### config.mk
export PLATFORM = sky130hd
export DESIGN_NAME = decoder_rr_arbiter
export DESIGN_NICKNAME = d
export VERILOG_FILES = /design/src/rtl/arb_pkg.sv /design/src/rtl/decoder_2to4.sv /design/src/rtl/decoder_rr_arbiter.sv
export SDC_FILE = /design/constraint.sdc
export NUM_CORES = 1
export LEC_CHECK = 0
export CAP_MARGIN = 20
export CORE_MARGIN = 2
export CORE_UTILIZATION = 57
export DETAILED_ROUTE_END_ITERATION = 16
export GPL_TIMING_DRIVEN = 0
export MAX_ROUTING_LAYER = met4
export PLACE_DENSITY_LB_ADDON = 0.05
export SLEW_MARGIN = 25
export SYNTH_ARGS = -nofsm -noshare
export SYNTH_HDL_FRONTEND = slang
export SYNTH_SLANG_ARGS = --single-unit
### constraint.sdc
create_clock -name clk -period 2.6 [get_ports clk]
set_input_delay 0.65 -clock clk [delete_from_list [all_inputs] [get_ports clk]]
set_output_delay 0.65 -clock clk [all_outputs]
set_load 0.02 [all_outputs]
### src/rtl/arb_pkg.sv
// Shared types and helpers for the decoder_rr_arbiter block.
//   state_t  : arbiter FSM states
//   pick_t   : result of a round-robin search {found, idx}
//   rr_pick  : round-robin winner search, priority last+1, +2, +3, +4 (mod 4)
//   N_REQ    : number of requesters
package arb_pkg;

    localparam int N_REQ = 4;

    typedef enum logic [1:0] {
        IDLE = 2'd0,
        BUSY = 2'd1,
        GAP  = 2'd2
    } state_t;

    typedef struct packed {
        logic       found;
        logic [1:0] idx;
    } pick_t;

    // The search walks from the farthest candidate (last+4, i.e. last itself)
    // towards the nearest (last+1), so the nearest requesting index is the
    // one left standing. The previous owner therefore always ranks lowest.
    function automatic pick_t rr_pick(input logic [3:0] req, input logic [1:0] last);
        pick_t      res;
        logic [1:0] cand;
        res = '0;
        for (int k = N_REQ; k >= 1; k--) begin
            cand = last + 2'(k);
            if (req[cand]) begin
                res.found = 1'b1;
                res.idx   = cand;
            end
        end
        return res;
    endfunction

endpackage

### src/rtl/decoder_2to4.sv
// 2-to-4 one-hot decoder with enable.
//   idx    : input index to decode
//   en     : when low, all outputs are zero
//   onehot : onehot(idx) when en, else 4'b0000
module decoder_2to4 (
    input  logic [1:0] idx,
    input  logic       en,
    output logic [3:0] onehot
);

    always_comb begin
        onehot = '0;
        if (en) begin
            onehot[idx] = 1'b1;
        end
    end

endmodule

### src/rtl/decoder_rr_arbiter.sv
// Round-robin arbiter sharing one 2-to-4 select resource among 4 requesters.
// The grant is held while the owner keeps requesting and is preempted after
// MAX_HOLD consecutive cycles when someone else is waiting.
//   clk       : clock, rising edge
//   rst_n     : asynchronous active-low reset
//   en        : arbiter enable; low releases the current grant, blocks new ones
//   req       : level-sensitive request per requester
//   gnt       : registered one-hot grant, zero when no owner
//   gnt_idx   : current owner index, holds the last owner when gnt_valid=0
//   gnt_valid : grant active, equals |gnt
// Parameters:
//   MAX_HOLD    : grant cycles before forced rotation (0 = unlimited)
//   HANDOFF_GAP : 1 = idle cycle between owners, 0 = back-to-back preemption
module decoder_rr_arbiter
    import arb_pkg::*;
#(
    parameter int MAX_HOLD    = 8,
    parameter int HANDOFF_GAP = 1
) (
    input  logic             clk,
    input  logic             rst_n,
    input  logic             en,
    input  logic [N_REQ-1:0] req,
    output logic [N_REQ-1:0] gnt,
    output logic [1:0]       gnt_idx,
    output logic             gnt_valid
);

    localparam int HOLD_W = (MAX_HOLD < 1) ? 1 : $clog2(MAX_HOLD + 1);
    localparam logic [HOLD_W-1:0] HOLD_MAX = HOLD_W'(MAX_HOLD);

    state_t            state, state_nx;
    logic [1:0]        last_idx, last_nx, idx_nx;
    logic              valid_nx;
    logic [HOLD_W-1:0] hold_cnt, hold_nx;
    logic [N_REQ-1:0]  owner_mask, gnt_nx;
    pick_t             pick_all, pick_others;

    assign owner_mask  = 4'b0001 << gnt_idx;
    assign pick_all    = rr_pick(req, last_idx);
    assign pick_others = rr_pick(req & ~owner_mask, gnt_idx);

    always_comb begin
        // NOTE: every output of this block gets a default first, so no path
        // leaves a signal unassigned and no latch is inferred.
        state_nx = state;
        idx_nx   = gnt_idx;
        valid_nx = 1'b0;
        last_nx  = last_idx;
        hold_nx  = hold_cnt;

        case (state)
            // GAP is the single zero-grant cycle between owners; its exit edge
            // arbitrates exactly like IDLE so only one idle cycle is inserted.
            IDLE, GAP: begin
                if (en && pick_all.found) begin
                    state_nx = BUSY;
                    idx_nx   = pick_all.idx;
                    valid_nx = 1'b1;
                    hold_nx  = HOLD_W'(1);
                end else begin
                    state_nx = IDLE;
                end
            end

            BUSY: begin
                if (!req[gnt_idx] || !en) begin
                    last_nx  = gnt_idx;
                    hold_nx  = '0;
                    state_nx = (HANDOFF_GAP != 0) ? GAP : IDLE;
                end else if (MAX_HOLD != 0 && hold_cnt == HOLD_MAX && pick_others.found) begin
                    last_nx = gnt_idx;
                    if (HANDOFF_GAP == 0) begin
                        // Direct handoff: new grant lands on the edge the old one drops.
                        idx_nx   = pick_others.idx;
                        valid_nx = 1'b1;
                        hold_nx  = HOLD_W'(1);
                    end else begin
                        hold_nx  = '0;
                        state_nx = GAP;
                    end
                end else begin
                    valid_nx = 1'b1;
                    if (MAX_HOLD != 0 && hold_cnt != HOLD_MAX) begin
                        hold_nx = hold_cnt + 1'b1;
                    end
                end
            end

            default: state_nx = IDLE;
        endcase
    end

    // The decoder works on next-state values so gnt is a plain register.
    decoder_2to4 u_dec (
        .idx    (idx_nx),
        .en     (valid_nx),
        .onehot (gnt_nx)
    );

    // NOTE: sequential state uses non-blocking assignments so every register
    // samples the pre-edge values regardless of statement order.
    always_ff @(posedge clk or negedge rst_n) begin
        if (!rst_n) begin
            state     <= IDLE;
            gnt       <= '0;
            gnt_valid <= 1'b0;
            gnt_idx   <= 2'b00;
            last_idx  <= 2'b11;
            hold_cnt  <= '0;
        end else begin
            state     <= state_nx;
            gnt       <= gnt_nx;
            gnt_valid <= valid_nx;
            gnt_idx   <= idx_nx;
            last_idx  <= last_nx;
            hold_cnt  <= hold_nx;
        end
    end

    a_onehot: assert property (@(posedge clk) disable iff (!rst_n) $onehot0(gnt));
    a_valid:  assert property (@(posedge clk) disable iff (!rst_n) gnt_valid == (|gnt));
    a_idx:    assert property (@(posedge clk) disable iff (!rst_n)
                               gnt_valid |-> gnt == (4'b0001 << gnt_idx));

    for (genvar i = 0; i < N_REQ; i++) begin : g_rise
        a_rise: assert property (@(posedge clk) disable iff (!rst_n)
                                 $rose(gnt[i]) |-> $past(req[i]));
    end

endmodule

==> flow_summary.toml <==
[timing]
setup_violations = 0
report.final.slew_viol_count = 0
tightestPinTransition_ns = 0.664
rsz0062_at_grt = "false"
fin_tns_setup_ns = 0
fin_worst_skew_ns = 0.00154
timing.final.crit_share_pct = 85.2
relSlewSlack_pct = 55.3
finalCriticalPeriod_ns = 2.21
hold_violations = 0
max_freq_mhz = 452

[critical_path]
cp_top_family = "simple AND/OR/NAND/NOR gates"
worstPathMaxFanout = 8
cp.required_ns = 2.77
path_class = "primary input to flip-flop"
cp-end-kind = "flip-flop"
path_buf_inv = 1
cp_cell_sequence = "clkdlybuf4s50_1, nor2b_4, nor4_1, nand2_1, a32o_2"
cp-start-kind = "primary input"
cp.depth = 5
critPathSlowestCell = "nor4_1"
worstPathArrival_ns = 2.38
reg2reg_depth = 6
critPathMaxStageDelay_ns = 0.60

[cts]
cts_resized = 0
cts_tree = "built"
cts_buffers = 3
ctsHoldBuffers = 0
clk_path_buf_depth = 2
postCtsSetupBuffers = 0
cts_max_level = 1
path_clk_slew_ns = 0.08
clk_latency_ns = 0.27
cts-root-buf = "clkbuf_4"
cts_num_sinks = 15

[yosys]
postSynthAreaPerCell_um2 = 10.8
synth_ff_type = "dfrtp_1"
ys_seq_area_share_pct = 38.5
syn-num-nets = 104
async_reset_ff_share_pct = 100
yosysUniqueCellTypes = 36
syn_inst = 91
ys_ff_latch = 15
synth_edf_count = 0
syn_area_um2 = 981
synth_warnings = 0

[floorplanning]
dieArea_um2 = 2070
start_util_pct = 62.9
rows = 14
die_y_um = 45.5
die-width_um = 45.5
ios = 14
core_area_um2 = 1560

[outcome]
outcome = "completed"

[global_routing]
grt_max_degree = 16
antenna_found_initial = 0
grt_first_pass_wirelength_um = 3110
grt_usage_pct = 21.7
grt_overflow = 0
grt_pass1_vias = 728

[routing]
drt_iter0_markers = 14
ant_nets = 0
met1_length_um = 816
dr.pass1.iters = 4
via_per_inst = 5.85
top_layer = "met4"
wl_met3_um = 70
routed_wl_um = 1760
drc = 0
vias = 725
wl_per_cell_um = 14.2
route.met2.wl_um = 823

[cells_and_area]
final_cell_mix = "dfrtp_1 (13), clkdlybuf4s50_1 (13), inv_1 (8)"
area_growth_pct = 18.0
diodes = 0
fill_cells = 116
fin_area_um2 = 1160
drive_gt1_share_pct = 13.9
multi_input_comb_area_um2 = 568
ff_latch_area_um2 = 378
finalNetCount = 122

[min_path]
min_path_type = "flip-flop to flip-flop"
min_path_cells = 2

[placed_design]
placed_cell_area_um2 = 1130
port_buffers = 13
routabilityCongestion = 0.810
dp_hpwl_um = 1390

[power_and_ir_drop]
p_leak_uw = 0.000508
powerDensity_nw_per_um2 = 914
peakVddDrop_mv = 0.683

[job]
max_cap_violations = 0
## worst paths after layout
check                                         from                       to  slack [ns]
min in group asynchronous                    rst_n         gnt[1]$_DFF_PN0_        0.77
max in group asynchronous                    rst_n     gnt_idx[1]$_DFF_PN0_        1.41
hold / removal             hold_cnt[2]$_DFFE_PN0P_  hold_cnt[2]$_DFFE_PN0P_        0.55
hold reg to reg            hold_cnt[2]$_DFFE_PN0P_  hold_cnt[2]$_DFFE_PN0P_        0.55
setup / recovery                            req[3]  hold_cnt[1]$_DFFE_PN0P_        0.39
setup reg to reg              gnt_idx[0]$_DFF_PN0_  hold_cnt[1]$_DFFE_PN0P_        0.64
## kinds of logic (layout without fill, tap and decap cells)
group	after synthesis	after routing	share of synthesized area, %
AO/OA/AOI/OAI	23	23	22.8
XOR/XNOR	1	1	0.893
buffers and inverters	9	26	3.57
flip-flops	15	15	38.5
multiplexers	5	5	5.74
adder cells (fa/ha/maj)	6	6	7.65
AND/OR/NAND/NOR	32	32	20.8
## cells in the mapped netlist (all sizes together) (3+ instances only)
cell,instances,area share (%)
nor3b,3,2.3
a21oi,5,3.3
inv,8,3.1
ha,6,7.7
nor2b,7,5.2
dfrtp,13,33
nand2,7,2.7
a31oi,3,1.9
nand2b,5,3.2
mux2i,3,3.1
o22ai,3,1.9
## metrics by stage
stage	std cells	power, uW	setup slack [ns]	util (%)	hold slack [ns]
final	124	1060	0.385	74.2	0.548
after global placement	120	924	0.111	72.6	0.514
after detailed placement	120	941	0.0873	72.6	0.531
after CTS	124	1070	0.375	74.2	0.549
after global routing	124	1140	0.270	74.2	0.586
after floorplan	91	771	0.776	-	0.354
## power breakdown
part / total (uW) / internal (uW) / switching (uW)
clock network: 125 / 59.5 / 65.2
logic: 530 / 250 / 280
registers: 403 / 321 / 82.8
total: 1060 / 630 / 428
## registers in the layout, indices dropped and copies added, names as in the netlist
name / flops
gnt: 4
hold_cnt: 4
gnt_idx: 2
last_idx: 2
state: 2
gnt_valid: 1
## per-layer routing
metal	GRT usage [%]	vias up
li1	-	364
met1	27.6	338
met2	33.2	16
met3	3.17	7
met4	11.8	0
met5	-	-
## worst reg2reg max path, cell delays in order (launching register included)
cell and delay [ns]:
dfrtp_1 0.47, inv_1 0.16, ha_1 0.17, nor2b_1 0.07, nor4_1 0.60, nand2_1 0.11, a32o_2 0.28
## final cells by class
type | instances | area share, %
plain buffers | 1 | 0.432
multi-input cells | 67 | 49.1
inverters | 8 | 2.59
flip-flops and latches | 15 | 32.6
repair buffers | 13 | 11.2
clock buffers | 4 | 2.27
well taps | 16 | 1.73
Power figures use the tool's default switching activity.
==> variant 1: new RTL, same settings <==
`HANDOFF_GAP`: 1 -> 0. Comments in the files are not updated.
--- a/src/rtl/decoder_rr_arbiter.sv
+++ b/src/rtl/decoder_rr_arbiter.sv
@@ -16,5 +16,5 @@
 #(
     parameter int MAX_HOLD    = 8,
-    parameter int HANDOFF_GAP = 1
+    parameter int HANDOFF_GAP = 0
 ) (
     input  logic             clk,
Formal check against the unedited RTL: not equivalent (a bounded check fails within 10 cycles, from zero or initial values and one cycle with rst_n low).
==> variant 1 against the unedited design <==
- worst hold slack worse by 0.051 ns
- worst setup slack got worse by 0.20 ns
- combinational power grew 28%
- design area increased by 5.6%
- maximum frequency fell by 8.2%
- highest routed layer unchanged
- sequential cell count is 1 lower
- synthesized cell count is 26% higher
- total power increased by 10%
- register-to-register slack worse by 0.41 ns
- routed wire length up 22%
- non-clock buffer count rose by 2
- synthesized area grew 5.5%
==> variant 1: results (changes against the unedited design) <==
[run_status]
outcome=complete, no violations  ; unchanged

[setup_path]
r2r_cells=8  ; was 6
r2r_end=gnt[2]  ; was hold_cnt[1]
rrSetupSlack_ns=0.23  ; was 0.64 ns
cp_max_fo=8  ; unchanged
cp_data_arrival_time_ns=2.58  ; was 2.38 ns
reg2reg_from=gnt_idx[0]  ; unchanged

[placed_design]
port_buffers=13  ; unchanged
place_congestion=0.9531  ; was 0.8102
placed_cell_area_um2=1196  ; was 1131 um2
hpwl_mm=1.646  ; was 1.394 mm

[drt]
vias=896  ; was 725
drt_iter0_drc=12  ; was 14
dr.pass1.iters=4  ; unchanged
avgRoutedWirePerCell_um=13.61  ; was 14.15 um

[min_path]
whs_endpoint=hold_cnt[3]  ; was hold_cnt[2]
hold_path_depth=1  ; was 2
hold_class=flip-flop to flip-flop  ; unchanged
min_from=hold_cnt[3]  ; was hold_cnt[2]

[power_and_ir_drop]
switching_power_mw=0.5141  ; was 0.4276 mW
p_leak_nw=0.5315  ; was 0.5081 nW
vdd_ir_drop_max_uv=608.5  ; was 683.0 uV

[global_routing]
grt_max_degree=15  ; was 16
gr-usage-met1_pct=28.96  ; was 27.58%
antenna_found_initial=0  ; unchanged
grt_first_pass_wirelength_mm=3.491  ; was 3.111 mm
grt_usage_pct=24.04  ; was 21.72%
met2_usage_pct=39.44  ; was 33.24%
grt_pass1_vias=840  ; was 728
grt_use_met3_pct=3.137  ; was 3.175%

[yosys]
ys_seq_area_share_pct=34.10  ; was 38.52%
ys.flop_type=dfrtp_1  ; unchanged
synth.net_count=128  ; was 104
synthTopCellsByCount=nand2_1 (14), dfrtp_1 (12), inv_1 (11), o21ai_0 (10), ha_1 (6)  ; was dfrtp_1 (13), inv_1 (8), nand2_1 (7), ha_1 (6), nor2b_1 (6)
synth.most_common_cell=nand2_1  ; was dfrtp_1
ys_types=47  ; was 36
yosys-top-cells-area=dfrtp_1 (29%), ha_1 (7.3%), dfstp_2 (5.1%)  ; was dfrtp_1 (33%), ha_1 (7.7%), o41ai_4 (5.6%)

[clocking]
clk_latency_ns=0.28
htreeDepth=1  ; unchanged
clkTransAtPathRegs_ns=0.08  ; about the same
cts_buffers=3  ; unchanged

[sta]
slew_headroom_pct=61.07  ; was 55.30%
skew_ns=0.01059  ; was 0.001542 ns

[finish]
top_regs=gnt x4, hold_cnt x4  ; unchanged
diodes=0  ; unchanged
drive_above_1_share_pct=14.39  ; was 13.89%
final_nets=146  ; was 122

==> variant 1: cell count changes in the layout (fill, tap and decap cells not counted), moves of 3 or more <==
cell / delta
nor3b_1: -3
nand2_1: +7
inv_1: +3
o21ai_0: +9
o21ai_1: +3
nor2b_1: -4
==> variant 1: stage by stage <==
| step | hold slack, ns | cells | setup WS (ns) |
|---|---|---|---|
| after global placement | 0.4772 | 153 | -0.07902 |
| after floorplan | 0.3544 | 115 | 0.3486 |
| after global routing | 0.5353 | 157 | 0.06787 |
| after detailed placement | 0.4914 | 153 | -0.1008 |
| after CTS | 0.5025 | 157 | 0.1887 |
| final | 0.4974 | 157 | 0.1878 |
==> variant 1: layout make-up <==
cell class / count / area [um2]
inverter: 11 / 41.29
tap: 25 / 31.28
clock buffer: 4 / 26.28
timing repair buffer: 13 / 130.1
multi-input combinational: 87 / 619.3
buffer: 3 / 21.27
fill: 143 / 485.5
sequential: 14 / 352.8
==> variant 1: worst max path at each step <==
stage                     from  endpoint  slack, ns  cells past startpoint
floorplan           gnt_idx[1]    gnt[1]       0.35                     10
global placement        req[1]    gnt[1]      -0.08                      6
detailed placement      req[3]    gnt[1]      -0.10                      6
CTS                     req[3]    gnt[1]       0.19                      6
global route            req[3]    gnt[2]       0.07                      7
finish                  req[3]    gnt[1]       0.19                      6
==> variant 1: layer usage <==
layer	part of all wire (%)	wire [um]
met1	46	983
met2	50	1059
met3	2.8	59
met4	1.5	33
met5	0	0
==> variant 1: critical path, cell delays in order <==
cell	delay (ns)
clkdlybuf4s50_1	0.58
o41ai_2	0.50
o32ai_1	0.14
or3_1	0.38
buf_2	0.17
nor3b_2	0.16
==> variant 1: cells by family after synthesis <==
kind of cell | share of synthesized area (%)
buffers and inverters | 6.046
multiplexers | 2.902
flip-flops | 34.10
AND/OR/NAND/NOR | 23.70
AO/OA/AOI/OAI | 26.00
adder cells (fa/ha/maj) | 7.255
==> variant 1: power by group through the flow <==
| stage | logic, mW | clock network (mW) | registers [mW] |
|---|---|---|---|
| global route | 0.748 | 0.137 | 0.379 |
| global placement | 0.658 | 0 | 0.366 |
| floorplan | 0.441 | 0 | 0.404 |
| detailed placement | 0.675 | 0 | 0.372 |
| CTS | 0.677 | 0.129 | 0.368 |
| finish | 0.677 | 0.123 | 0.368 |
==> variant 2: new RTL, same flow settings <==
Made on the original files. Reset style: synchronous (`rst_n`), changed in one clocked block. Comments in the files are not updated.
--- a/src/rtl/decoder_rr_arbiter.sv
+++ b/src/rtl/decoder_rr_arbiter.sv
@@ -101,5 +101,5 @@
     // NOTE: sequential state uses non-blocking assignments so every register
     // samples the pre-edge values regardless of statement order.
-    always_ff @(posedge clk or negedge rst_n) begin
+    always_ff @(posedge clk) begin
         if (!rst_n) begin
             state     <= IDLE;
Formal check against the unedited RTL: differs if rst_n is asserted again (counterexample within 4 cycles, from zero or initial values and one cycle with rst_n low); with rst_n held inactive, the same outputs for 10 cycles.
==> variant 2 against the unedited design <==
- non-clock buffer count decreased by 1
- worst setup slack improved by 0.0090 ns
- synthesized area decreased by 0.89%
- sequential cell count unchanged
- sequential share of layout area decreased by 6.5 points
- routed wire length increased by 13%
- design area decreased by 0.65%
- critical path type unchanged
- highest routed layer unchanged
Power is not compared: it rests on default switching activity, and its combinational part moved more than twofold at a synthesized area within 25%.
==> variant 2: results (changes against the unedited design) <==
[sta]
skew_ns=0.005933  ; was 0.001542 ns
slew_headroom_pct=62.39  ; was 55.30%
fin_setup_tns_ns=0  ; unchanged

[yosys]
ys_seq_area_share_pct=30.89  ; was 38.52%
synthTopCellsByCount=dfxtp_1 (15), inv_1 (7), ha_1 (6), nor2b_1 (6), nand2_1 (4)  ; was dfrtp_1 (13), inv_1 (8), nand2_1 (7), ha_1 (6), nor2b_1 (6)
yosys-top-cells-area=dfxtp_1 (31%), ha_1 (7.7%), nor2b_1 (3.9%)  ; was dfrtp_1 (33%), ha_1 (7.7%), o41ai_4 (5.6%)
synth.net_count=110  ; was 104
synthArstFlopShare_pct=0  ; was 100.0%
ys_types=42  ; was 36
yosysWarningCount=0  ; unchanged

[placed_design]
placed_cell_area_um2=1122  ; was 1131 um2
port_buffers=13  ; unchanged
place_congestion=0.8244  ; was 0.8102
hpwl_mm=1.529  ; was 1.394 mm
post-place-ws_ns=0.1058  ; was 0.08733 ns

[global_routing]
overflow=0  ; unchanged
antenna_found_initial=0  ; unchanged
grt_first_pass_wirelength_mm=3.456  ; was 3.111 mm
grt_pass1_vias=812  ; was 728
grt_usage_pct=24.26  ; was 21.72%
grt_max_degree=10  ; was 16

[power_and_ir_drop]
p_leak_nw=0.4066
vdd_ir_drop_max_uv=400.0
switching_share_pct=31.46

[finish]
drive_above_1_share_pct=16.67  ; was 13.89%
top_regs=gnt x4, hold_cnt x4  ; unchanged
fillers=114  ; was 116
final_nets=128  ; was 122
diodes=0  ; unchanged

[drt]
drt_iter0_drc=17  ; was 14
via_per_inst=6.000  ; was 5.847
avgRoutedWirePerCell_um=15.26  ; was 14.15 um
dr.pass1.iters=4  ; unchanged

[min_path]
hold_class=flip-flop to flip-flop  ; unchanged

[clocking]
clkTransAtPathRegs_ns=0.09
postCtsSetupBuffers=0  ; unchanged
cts_buffer_depth=2  ; unchanged
cts_buffers=3  ; unchanged
clk_latency_ns=0.29  ; was 0.27 ns
post_cts_resized=0  ; unchanged
cts-root-buf=clkbuf_4  ; unchanged
htreeDepth=1  ; unchanged

[setup_path]
cp_max_fo=7  ; was 8
cp_slowest_stage_delay_ns=0.58  ; was 0.60 ns
cp_data_arrival_time_ns=2.39
crit_slowest_cell=or4_4  ; was nor4_1

[run_status]
outcome=complete, no violations  ; unchanged

-- variant 2: cell type report --
type,count,area (um2),area share (%)
clock inverter,1,5.005,0.4353
sequential,15,300.3,26.12
clock buffer,3,22.52,1.959
tap,16,20.02,1.741
inverter,7,26.28,2.285
multi-input combinational,75,645.6,56.15
timing repair buffer,13,130.1,11.32
-- variant 2: metrics by stage --
stage	power, mW	utilization, %	instances	hold slack [ns]
4_1_cts	0.5309	73.76	130	0.5346
3_5_place_dp	0.3956	71.99	126	0.5217
2_1_floorplan	0.3507	-	97	0.4812
6_report	0.5258	73.76	130	0.5347
5_1_grt	0.5573	73.76	130	0.5620
3_3_place_gp	0.3910	71.99	126	0.5033
-- variant 2: power by group through the flow --
stage / combinational, mW / sequential, mW / clock [mW]
final: 0.134 / 0.256 / 0.135
after detailed placement: 0.134 / 0.261 / 0
after global placement: 0.130 / 0.260 / 0
after floorplan: 0.0850 / 0.266 / 0
after global routing: 0.147 / 0.258 / 0.152
after CTS: 0.135 / 0.256 / 0.140
-- variant 2: logic make-up after synthesis --
group / after synthesis / share of synthesized area [%]
AOI/OAI and AO/OA: 29 / 28.96
adders and majority gates: 6 / 7.722
buffers and inverters: 7 / 2.703
DFF: 15 / 30.89
muxes: 3 / 3.218
and+or+nand+nor: 37 / 26.51
-- variant 2: per-layer routing --
metal	global-route usage (%)	share of wire [%]	vias up
met5	-	0	-
met4	7.647	0.91	0
met3	7.200	3.2	3
met2	39.43	48	11
met1	28.64	48	364
li1	-	-	402
-- variant 2: worst max-delay path, delay by kind of cell --
kind	cells	cell delay [ns]
simple gates	3	1.01
compound gates	1	0.21
buf+inv	1	0.52
-- variant 2: path summary, 6_finish.rpt --
path                                  start  cells after the start           to  slack [ns]
worst max-delay path                 req[3]                      5       gnt[3]        0.39
worst min-delay path            hold_cnt[2]                      2  hold_cnt[2]        0.53
worst max register to register   gnt_idx[1]                      6       gnt[0]        0.67
worst min register to register  hold_cnt[2]                      2  hold_cnt[2]        0.53
